--- config.mk ---
export PLATFORM = sky130hd
export DESIGN_NAME = seq_alu
export DESIGN_NICKNAME = d
export VERILOG_FILES = /design/src/rtl/seq_alu.sv
export SDC_FILE = /design/constraint.sdc
export NUM_CORES = 1
export LEC_CHECK = 0
export BUFFER_PORTS_ARGS = -buffer_cell sky130_fd_sc_hd__buf_2
export CAP_MARGIN = 10
export CORE_MARGIN = 1.5
export CORE_UTILIZATION = 45
export CTS_BUF_LIST = sky130_fd_sc_hd__clkbuf_8
export DETAILED_ROUTE_END_ITERATION = 7
export GPL_ROUTABILITY_DRIVEN = 0
export PLACE_DENSITY = 0.65
export SLEW_MARGIN = 20
export SYNTH_ARGS = -nofsm -noshare
export SYNTH_HDL_FRONTEND = slang
export SYNTH_SLANG_ARGS = --single-unit
export TNS_END_PERCENT = 20
--- constraint.sdc ---
create_clock -name clk_i -period 3.8 [get_ports clk_i]
set_clock_uncertainty 0.1 [all_clocks]
set_input_delay 0.38 -clock clk_i [delete_from_list [all_inputs] [get_ports clk_i]]
set_output_delay 0.38 -clock clk_i [all_outputs]
set_load 0.01 [all_outputs]
--- src/rtl/seq_alu.sv ---
// Sequential ALU: single-cycle logic/arithmetic/shift ops plus a 32-iteration
// radix-2 shift-add multiplier. All results are registered and flagged by a done pulse.
module seq_alu #(
    parameter int WIDTH = 32
) (
    input  logic             clk_i,
    input  logic             rst_i,
    input  logic             start_i,
    input  logic [2:0]       ALUCtrl_i,
    input  logic [WIDTH-1:0] data1_i,
    input  logic [WIDTH-1:0] data2_i,
    output logic             busy_o,
    output logic             done_o,
    output logic [WIDTH-1:0] data_o,
    output logic             zero_o
);

    localparam logic [2:0] OP_AND  = 3'b001;
    localparam logic [2:0] OP_XOR  = 3'b010;
    localparam logic [2:0] OP_SLL  = 3'b011;
    localparam logic [2:0] OP_ADD  = 3'b100;
    localparam logic [2:0] OP_SUB  = 3'b101;
    localparam logic [2:0] OP_MUL  = 3'b110;
    localparam logic [2:0] OP_SRAI = 3'b111;

    typedef enum logic {
        S_IDLE = 1'b0,
        S_MUL  = 1'b1
    } state_t;

    state_t           r_state;
    state_t           w_state_nxt;
    logic [5:0]       r_cnt;
    logic [WIDTH-1:0] r_mcand;
    logic [WIDTH-1:0] r_mplier;
    logic [WIDTH-1:0] r_acc;
    logic [WIDTH-1:0] r_data;
    logic             r_done;
    logic             r_zero;

    logic             w_accept;
    logic             w_mul_last;
    logic             w_complete;
    logic [WIDTH-1:0] w_acc_nxt;
    logic [WIDTH-1:0] w_result;

    function automatic logic [WIDTH-1:0] alu_op(input logic [2:0]       op,
                                                 input logic [WIDTH-1:0] a,
                                                 input logic [WIDTH-1:0] b);
        logic signed [WIDTH-1:0] sa;
        sa = a;
        case (op)
            OP_AND:  alu_op = a & b;
            OP_XOR:  alu_op = a ^ b;
            OP_SLL:  alu_op = a << b[4:0];
            OP_ADD:  alu_op = a + b;
            OP_SUB:  alu_op = a - b;
            OP_SRAI: alu_op = sa >>> b[4:0];
            default: alu_op = '0;
        endcase
    endfunction

    always_comb begin
        w_state_nxt = r_state;
        w_accept    = 1'b0;
        w_mul_last  = 1'b0;
        case (r_state)
            S_IDLE: begin
                if (start_i) begin
                    w_accept = 1'b1;
                    if (ALUCtrl_i == OP_MUL) begin
                        w_state_nxt = S_MUL;
                    end
                end
            end
            S_MUL: begin
                if (r_cnt == 6'd31) begin
                    w_mul_last  = 1'b1;
                    w_state_nxt = S_IDLE;
                end
            end
            default: w_state_nxt = S_IDLE;
        endcase
    end

    // One shift-add step: the final step's sum is the product, so it feeds the result directly.
    assign w_acc_nxt  = r_acc + (r_mplier[0] ? r_mcand : '0);
    assign w_complete = (w_accept && (ALUCtrl_i != OP_MUL)) || w_mul_last;
    assign w_result   = w_mul_last ? w_acc_nxt : alu_op(ALUCtrl_i, data1_i, data2_i);

    always_ff @(posedge clk_i or posedge rst_i) begin
        if (rst_i) begin
            r_state <= S_IDLE;
            r_cnt   <= '0;
            r_done  <= 1'b0;
            r_data  <= '0;
            r_zero  <= 1'b1;
        end else begin
            r_state <= w_state_nxt;
            r_done  <= w_complete;
            if (w_accept || w_mul_last) begin
                r_cnt <= '0;
            end else if (r_state == S_MUL) begin
                r_cnt <= r_cnt + 6'd1;
            end
            if (w_complete) begin
                r_data <= w_result;
                r_zero <= (w_result == '0);
            end
        end
    end

    // Operand copies are private to the multiplier, so later input changes cannot disturb it.
    always_ff @(posedge clk_i) begin
        if (w_accept) begin
            r_mcand  <= data1_i;
            r_mplier <= data2_i;
            r_acc    <= '0;
        end else if (r_state == S_MUL) begin
            r_acc    <= w_acc_nxt;
            r_mcand  <= r_mcand << 1;
            r_mplier <= r_mplier >> 1;
        end
    end

    assign busy_o = (r_state == S_MUL);
    assign done_o = r_done;
    assign data_o = r_data;
    assign zero_o = r_zero;

endmodule

# After elaboration in Yosys (flattened, before gate mapping)

Cells that the tools add are included.

Add/sub/neg operators: 4
Equality and inequality tests: 9
Shifts and indexed selects: 2
Mux-type cells: 17
Bitwise gates (word level): 3
Reduce and logical (&&, ||, !) cells: 6

Operators by type and width:

| operator                                            | count |
|---|---|
| 2-to-1 mux 32 bit                                   | 6 |
| one-hot mux 32 bit (6 select lines)                 | 1 |
| adder 32 bit                                        | 2 |
| bitwise AND 32 bit                                  | 1 |
| zero test 32 bit                                    | 1 |
| << shifter 32 x 5 -> 32 bit                         | 1 |
| >>> shifter 32 x 5 -> 32 bit                        | 1 |
| subtractor 32 bit                                   | 1 |
| XOR 32 bit                                          | 1 |
| equality test 3 bit, second input constant          | 4 |
| 2-to-1 mux 6 bit                                    | 2 |
| 2-to-1 mux 1 bit                                    | 7 |
| adder 6 x 1 -> 6 bit, second input constant         | 1 |
| equality test 3 x 2 -> 1 bit, second input constant | 2 |
| equality test 6 x 5 -> 1 bit, second input constant | 1 |
| nonzero test 2 bit                                  | 2 |
| equality test 3 x 1 -> 1 bit, second input constant | 1 |
| != test 3 bit, second input constant                | 1 |
| logical OR 1 bit                                    | 2 |
| one-hot mux 1 bit (2 select lines)                  | 1 |
| logical AND 1 bit                                   | 1 |
| NOT 1 bit                                           | 1 |

Register bits after elaboration: 137
Output and inout port bits: 35
Logic and storage cells: 49

# Longest topological paths before layout

Gate-level depths: netlist of the first run.

Word-level depth: 5
Mapped depth: 23

# Least setup slack after synthesis of the first run

No wires, ideal clock.

Kind: input to register
Start: input port data2_i[0]
End: register r_zero (netlist: zero_o)
Data arrival time: 4,925 ps
Required time: 3,639 ps
Path slack: -1,286 ps
Cell stages on the path: 22
Buffers on the path: 5
Cell sequence: buf_2 -> buf_2 -> buf_2 -> buf_2 -> inv_1 -> ha_1 -> nand2_1 -> o21ai_0 -> xor2_1 -> ha_1 -> clkbuf_1 -> nand4_1 -> o221ai_1 -> inv_1 -> a2111oi_0 -> o21ai_0 -> a221oi_1 -> o31ai_1 -> xnor2_1 -> a221o_1 -> nor4_1 -> a32o_2

Cells in the longest elaborated chain, start to end: 4
Elaborated cells between the ends (all ways): 9
Classes of those cells: add/sub (2); shift (2); mux (2); bitwise (2); reduce/logical (1)

RTL lines:

| what                                            | RTL line | RTL |
|---|---|---|
| start, declared                                 | 11       | `input logic [WIDTH-1:0] data2_i,` |
| subtractor 32 bit, or another cell as far along | 57       | `OP_SUB: alu_op = a - b;` |
| one-hot mux 32 bit (6 select lines) (*)         | 52       | `case (op)` |
| 2-to-1 mux 32 bit (*)                           | 89       | `assign w_result = w_mul_last ? w_acc_nxt : alu_op(ALUCtrl_i, data1_i, data2_i);` |
| zero test 32 bit (*)                            | 108      | `r_zero <= (w_result == '0);` |
| end signal, assigned                            | 108      |  |
| end, declared                                   | 39       | `logic r_zero;` |

Every way passes the cells marked *; elsewhere a longest branch is shown, timed or not.
A chain may end at the register's enable or synchronous reset.

# Final worst setup path of the first run

Start: input port data2_i[6]
End: register r_zero (netlist: zero_o)

Cells in the longest elaborated chain, start to end: 4
Elaborated cells between the ends (all ways): 7
Classes of those cells: add/sub (2); mux (2); bitwise (2); reduce/logical (1)

RTL lines:

| what                                            | RTL line |
|---|---|
| subtractor 32 bit, or another cell as far along | 57 |
| one-hot mux 32 bit (6 select lines) (*)         | 52 |
| 2-to-1 mux 32 bit (*)                           | 89 |
| zero test 32 bit (*)                            | 108 |

Marked as above.

==> summary.md, run 1 <==
| Metric | Value |
|---|---|
| Failing checks | `DRC, setup timing` |
| ANT cells | `0` |
| Hold Fails Final Rpt | `0` |
| Min cycle time layout | `4670 ps` |
| Max Cap Viol | `0` |
| GRT overflow | `0` |
| DRT Wirelength | `60100 um` |
| Period utilization | `123%` |
| Initial Utilization | `45.9%` |
| Dpl ws | `-1330 ps` |
| Worst-Margin Slew | `961 ps` |
| Post-DP Area | `18000 um2` |
| Starting DRT DRC Count | `1971` |
| Kind of critical path | `input port to flop` |
| Post-DRT Antenna Nets | `0` |
| Mapped Area | `14500 um2` |
| Achievable Freq | `214 MHz` |
| Largest net degree at the start of global routing | `66` |
| Finished Layout Cells | `2462` |
| CTS H-tree depth | `4` |
| Core box area | `31600 um2` |
| Clk_lat worst skew | `510 ps` |
| Layout overhead on the synthesized area | `28.1%` |
| Vias in the first global route | `15318` |
| Hpwl dp | `45300 um` |
| Number of synthesized register bits | `137` |
| IO Pins | `105` |
| Peak VDD IR | `320 uV` |
| Cell variety after synth | `81` |
| Post-synth ARST share | `29.9%` |
| Total Power | `8.45 mW` |
| Clock input transition at the sequential cells of the worst setup and hold paths | `100 ps` |
| Synth Area in Compound Gates | `23.1%` |
| Crit path DAT | `5020 ps` |
| Max-slew violations | `0` |
| RSZ-0062 raised after global routing | `yes` |
| Die ar. | `33400 um2` |
| Synth warn | `0` |
| Max FO, Critical Path | `5` |
| Initial antenna violation count | `0` |
| Setup slack after layout | `-873 ps` |
| First-pass GRT wire length | `90200 um` |
| CP Launch Type | `input port` |
| Slew headroom | `35.7%` |
| FP Rows | `65` |
| Post-layout net count | `2216` |
| Pleak | `8.13 nW` |
| PD cells | `454 nW/um2` |
| EDFF count, synth | `64` |
| Vias | `16079` |
| I/O Buffers | `104` |
| Vias/cell | `6.53` |
| Synth Area in Adders | `8.63%` |
| WL per Instance | `24.4 um` |
| CTS tree | `built` |
| Chip width | `183 um` |
| Post-synthesis mux area share | `18.0%` |
| Drt first pass iters | `8` |
| Largest family of logic cells by synthesized area | `compound AO/OA/AOI/OAI gates` |
| # setup viols final | `15` |
| Simple-gate share of the synthesized area | `16.6%` |
| CP Data Required Time | `4150 ps` |
| Clk root buf | `clkbuf_8` |
| Util after Layout | `58.8%` |
| Clk sinks | `137` |
| Worst Setup End Kind | `flop` |
| Mapped Nets | `1835` |
| Ys flop type | `edfxtp_1` |
| Clock buffer depth | `2` |
| Mean area per synthesized cell | `8.72 um2` |
| Synth Instances | `1666` |
| Share of cells above drive strength 1 | `34.3%` |
| Chip height | `183 um` |
| Post-Synth XOR/XNOR Area | `5.30%` |
| Status | `complete, but fails checks` |
| HP Class | `input port to flop` |
| Placed cell count | `2426` |
| Total track usage | `35.7%` |
| Fin area | `18600 um2` |
| Drt drc | `144` |
| Seq/Total Area, Yosys | `24.7%` |
| Num CTS Buffers | `17` |
[Yosys cell counts (all sizes together), types with 27 or more instances]
| cell | count | share of area (%) |
|---|---|---|
| nand2 | 132 | 3.4 |
| mux2i | 57 | 3.9 |
| mux4 | 47 | 7.3 |
| inv | 28 | 0.72 |
| clkbuf | 84 | 2.2 |
| dfrtp | 40 | 6.9 |
| o21ai | 98 | 3.4 |
| mux2 | 87 | 6.7 |
| xnor2 | 38 | 2.3 |
| xor2 | 49 | 3.0 |
| nor2 | 172 | 4.4 |
| nand3 | 31 | 1.1 |
| ha | 97 | 8.4 |
| edfxtp | 64 | 13 |
| and2 | 44 | 1.9 |
| a21oi | 129 | 4.4 |
| dfxtp | 32 | 4.4 |
| a21o | 31 | 1.6 |
| nor3 | 27 | 0.96 |
[layout make-up]
class,instances,area (um2)
clock buffer,18,248
inverter,30,113
timing repair buffer,472,3330
tap,402,503
multi-input combinational,1389,10700
clock inverter,14,128
fill,2864,13000
sequential,137,3590
[cell usage in the layout (no fill, tap or decap), drive strengths merged, types with 7 or more instances in the layout]
cell type  instances
o41ai              8
mux2i             57
a221o              7
ha                97
o21a              11
xor2              49
nand4             16
o21ai             98
buf              471
nand2b            18
dfxtp             32
and2              44
mux2              87
nor2             172
inv               39
a21oi            129
or3                8
a31oi             16
and3              12
a22oi             17
dfrtp             40
a222oi            10
o21bai             7
mux4              47
o211ai            18
nand2            132
nor3              27
a21o              31
a22o              22
a211oi            23
xnor2             38
nor4              13
nand3             31
edfxtp            64
o31ai             16
nor2b             15
a221oi            18
clkbuf            18
o22ai             20
[what timing repair did]
action,4_1_cts,5_1_grt
pin swaps,24,13
resized for setup,30,25
endpoints found under the setup margin,17,21
gates cloned,0,0
endpoints found under the hold margin,14,0
hold buffers,1,0
setup buffers,2,1
[critical path: stages]
cell,delay (ps)
buf_6,90
or4_4,550
or4_4,520
or2_4,300
or3_4,390
o31ai_4,200
xor2_1,240
ha_2,350
a21o_1,210
o41ai_4,420
buf_4,190
xnor2_1,70
a221oi_2,280
nand4_1,190
nor4_2,410
a32o_2,220
[final timing paths]
path,startpoint,to,slack (ps),cells after the start
worst max-delay path,data2_i[6],zero_o$_DFFE_PP1P_,-870,16
min in group asynchronous,rst_i,data_o[3]$_DFFE_PP0P_,350,3
worst max register to register,r_mplier[0]$_DFFE_PP_,zero_o$_DFFE_PP1P_,-400,17
worst min register to register,r_acc[3]$_SDFFE_PP0P_,r_acc[3]$_SDFFE_PP0P_,370,2
max in group asynchronous,rst_i,zero_o$_DFFE_PP1P_,2460,4
worst min-delay path,start_i,r_cnt[4]$_DFFE_PP0P_,120,2
[sequential cells by signal, summed over array words and instances, names as in the netlist]
name and count:
zero_o 1, done_o 1, busy_o 1, r_acc 32
data_o 32, r_mplier 32, r_cnt 6, r_mcand 32
[per-stage QoR]
stage	hold slack (ps)	setup TNS, ps
2_1_floorplan	327	-7970
3_3_place_gp	344	-15220
3_5_place_dp	347	-16270
4_1_cts	84.9	-5200
5_1_grt	113	-8950
6_report	121	-7450
[metal layers]
metal | vias up | part of all wire (%) | track usage, %
li1 | 7138 | - | -
met1 | 7552 | 40 | 46.5
met2 | 1106 | 41 | 51.7
met3 | 281 | 12 | 10.8
met4 | 2 | 7.2 | 21.9
met5 | - | 0.097 | 2.07
[report_power, final]
part	switching [mW]	total (mW)	internal, mW
clock network	0.744	1.24	0.497
registers	0.231	2.27	2.04
logic	2.69	4.94	2.24
total	3.67	8.45	4.78
[logic make-up after synthesis]
logic type / count (synthesis)
xor gates and xnor gates: 87
AOI/OAI and AO/OA: 503
adders and majority gates: 99
DFF: 137
buffers and inverters: 140
muxes: 191
and+or+nand+nor: 509
(Power assumes the default switching activity.)
==> inputs of run 2 (changes only) <==
--- a/config.mk
+++ b/config.mk
@@ -5,6 +5,7 @@
 export SDC_FILE = /design/constraint.sdc
 export NUM_CORES = 1
 export LEC_CHECK = 0
+export ABC_AREA = 1
 export BUFFER_PORTS_ARGS = -buffer_cell sky130_fd_sc_hd__buf_2
 export CAP_MARGIN = 10
 export CORE_MARGIN = 1.5
==> run 2 against run 1 <==
The run ends with hold timing left. Hold slack worse by 160 ps. Non-clock buffer count fell by 174. Die area grew 4.2%. Wire length grew 3.1%. Combinational power decreased by 47%. Highest routed layer is now met4.
==> summary.md, run 2 <==
| Metric | Value |
|---|---|
| Status | `complete, but fails checks` |
| Failing checks | `hold timing` |
| Synth Instances | `2530 (+52%)` |
| Seq/Total Area, Yosys | `23.7% (-1.0 points)` |
| Setup slack after layout | `24.5 ps (+897 ps)` |
| Core box area | `33400 um2 (+5.5%)` |
| Worst-Margin Slew | `1140 ps (+175 ps)` |
| Chip height | `187 um (+2.1%)` |
| Num CTS Buffers | `17 (unchanged)` |
| Hpwl dp | `48100 um (+6.2%)` |
| Post-DRT Antenna Nets | `0 (unchanged)` |
| Mapped Nets | `2699 (+47%)` |
| WL per Instance | `19.3 um (-21%)` |
| Worst Setup End Kind | `flop` |
| Max Cap Viol | `0 (unchanged)` |
| IO Pins | `105 (unchanged)` |
| DRT Wirelength | `62000 um (+3.1%)` |
| GRT overflow | `0 (unchanged)` |
| Max-slew violations | `0 (unchanged)` |
| Clock buffer depth | `2 (unchanged)` |
| Peak VDD IR | `210 uV (-34%)` |
| Drt drc | `0 (-100%)` |
| # setup viols final | `0 (-15)` |
| RSZ-0062 raised after global routing | `yes` |
| Initial Utilization | `45.4% (-0.50 points)` |
| Die ar. | `34800 um2 (+4.2%)` |
| PD cells | `322 nW/um2 (-29%)` |
| Cell variety after synth | `50 (-38%)` |
| Achievable Freq | `265 MHz (+24%)` |
| Most frequent cells after synthesis | `nand2_1 (912), nand3_1 (401), inv_1 (243), nor2_1 (185), a21oi_1 (114)` |
| Most frequent cell after synthesis | `nand2_1` |
| Most frequent cells in the layout | `nand2_1 (907), nand3_1 (397), inv_1 (244), buf_4 (192), nor2_1 (175)` |
| Combinational Power Share | `46.1% (-12 points)` |
| Layout overhead on the synthesized area | `17.2%` |
| Post-layout net count | `2917 (+32%)` |
| Min cycle time layout | `3780 ps (-897 ps)` |
| Post-synth top area share | `22.6% (+9.4 points)` |
| Initial antenna violation count | `0 (unchanged)` |
| I/O Buffers | `104 (unchanged)` |
| NetSw | `2.42 mW (-34%)` |
| Share of cells above drive strength 1 | `14.3% (-20 points)` |
| Max FO, Critical Path | `5 (unchanged)` |
| CTS H-tree depth | `4 (unchanged)` |
| Number of hold buffers added after CTS | `0 (-1)` |
| Pleak | `9.57 nW (+18%)` |
| Period utilization | `99.4% (-24 points)` |
| Clk sinks | `137 (unchanged)` |
| Switching share of total power | `42.2% (-1.2 points)` |
| Vias | `18409 (+14%)` |
| Util after Layout | `53.2% (-5.6 points)` |
| Mapped Area | `15200 um2 (+4.3%)` |
| Seq pwr share | `32.1% (+5.3 points)` |
| Fillers | `3518 (+23%)` |
| Critical path's top delay family | `simple AND/OR/NAND/NOR gates` |
| Slew headroom | `24.0% (-12 points)` |
| Hold Fails Final Rpt | `10 (+10)` |
| Clock Power Share | `21.8% (+7.1 points)` |
| HP Class | `input port to asynchronous set/reset pin` |
| Vias/cell | `5.73 (-12%)` |
| P_int | `3.31 mW (-31%)` |
| Synth warn | `0 (unchanged)` |
| Total Power | `5.72 mW (-32%)` |
| Starting DRT DRC Count | `2392 (+21%)` |
| Buf/Inv on CP | `7 (+5)` |
| CP Launch Type | `input port` |
| EDFF count, synth | `64 (unchanged)` |
| Mean area per synthesized cell | `5.99 um2 (-31%)` |
| Clock input transition at the sequential cells of the worst setup and hold paths | `90 ps (about the same)` |
| Number of synthesized register bits | `137 (unchanged)` |
| Clk_lat worst skew | `510 ps (about the same)` |
| Post-synth ARST share | `29.9% (unchanged)` |
| Total track usage | `35.2% (-0.60 points)` |
| Footprint of the multi-input gates | `10300 um2 (-4.0%)` |
| Dpl ws | `-625 ps (+706 ps)` |
| Crit path DAT | `4110 ps (-910 ps)` |
| Drt first pass iters | `6 (-2)` |
| Setup TNS | `0 ps (+7450 ps)` |
| Clk root buf | `clkbuf_8` |
| Kind of critical path | `input port to flop` |
| Synth area leader | `nand2_1` |
| FP Rows | `67 (+3.1%)` |
| Top cells by area, synth | `nand2_1 (23%), nand3_1 (13%), edfxtp_1 (13%), ha_1 (8.0%), dfrtp_1 (6.6%)` |
| First-pass GRT wire length | `95100 um (+5.5%)` |
| Min Hold Slack | `-36.2 ps (-157 ps)` |
| Slowest CP cell | `ha_1` |
| Vias in the first global route | `17026 (+11%)` |
| Largest net degree at the start of global routing | `59 (-11%)` |
| Reg area | `3590 um2 (unchanged)` |
| Ys flop type | `edfxtp_1` |
| CP Data Required Time | `4140 ps (about the same)` |
| Most common cell after layout, fill and taps aside | `nand2_1` |
| CTS tree | `built` |
| Worst path max stage delay | `350 ps (-200 ps)` |
| Chip width | `187 um (+2.1%)` |
## run 2: final cells by class
class	instances	area share [%]
clock buffer	19	1.47
inverter	253	5.36
timing repair buffer	298	11.2
clock inverter	13	0.733
tap	448	3.16
antenna	2	0.0282
sequential	137	20.2
multi-input combinational	2041	57.8
## run 2: power by group through the flow
stage	logic, mW	registers [mW]	clock network (mW)
6_report	2.64	1.84	1.25
5_1_grt	2.90	1.86	1.32
4_1_cts	2.54	1.84	1.26
3_5_place_dp	2.53	1.86	0
3_3_place_gp	2.49	1.86	0
2_1_floorplan	1.63	1.84	0
## run 2: worst paths after layout
check	from	endpoint	slack, ps	depth (start not counted)
hold reg to reg	r_acc[4]$_SDFFE_PP0P_	r_acc[4]$_SDFFE_PP0P_	360	2
setup reg to reg	r_mplier[0]$_DFFE_PP_	zero_o$_DFFE_PP1P_	510	21
min in group clk_i	data2_i[10]	r_mplier[10]$_DFFE_PP_	180	3
hold / removal	rst_i	data_o[1]$_DFFE_PP0P_	-40	2
setup / recovery	data2_i[1]	zero_o$_DFFE_PP1P_	20	32
max in group asynchronous	rst_i	data_o[28]$_DFFE_PP0P_	2990	2
## run 2: stage by stage
step           cell area (um2)  std cells  hold slack (ps)
3_5_place_dp             17200       3174              350
5_1_grt                  17800       3209             43.9
2_1_floorplan            15200       2530              325
3_3_place_gp             17200       3174              337
4_1_cts                  17700       3206             14.5
6_report                 17800       3211            -36.2
## run 2: kinds of logic after synthesis
family / share of synthesized area, %
compound gates: 12.4
simple gates: 44.0
fa+ha+maj: 8.27
flops: 23.7
xor+xnor: 2.25
buf+inv: 9.38
mux: 0.0660
## run 2: repair_timing
action,in CTS,in global routing
setup buffers,0,3
cloned,0,0
endpoints found under the hold margin,0,0
endpoints found under the setup margin,1,11
gates resized for setup,6,22
pin swaps,0,5
## run 2: routing by layer
layer / routed length, um / track usage [%] / vias up
li1: - / - / 8807
met1: 24300 / 43.3 / 8333
met2: 26700 / 55.3 / 1003
met3: 6350 / 8.28 / 266
met4: 4590 / 22.4 / 0
met5: 0 / 0 / -
## run 2: worst reg2reg max path, stage by stage (launching register included)
cell	delay, ps
edfxtp_1	390
buf_4	260
nand2_1	100
inv_1	50
ha_1	340
nand3_1	110
nand2_1	130
inv_1	60
o21bai_1	200
buf_4	170
nand2_1	40
nand2_1	140
xnor2_1	160
nor2_1	60
a21oi_1	180
nand2_1	70
nor2_1	250
nand2_1	90
nor2_1	100
buf_4	110
nand4_1	70
nand2_1	90
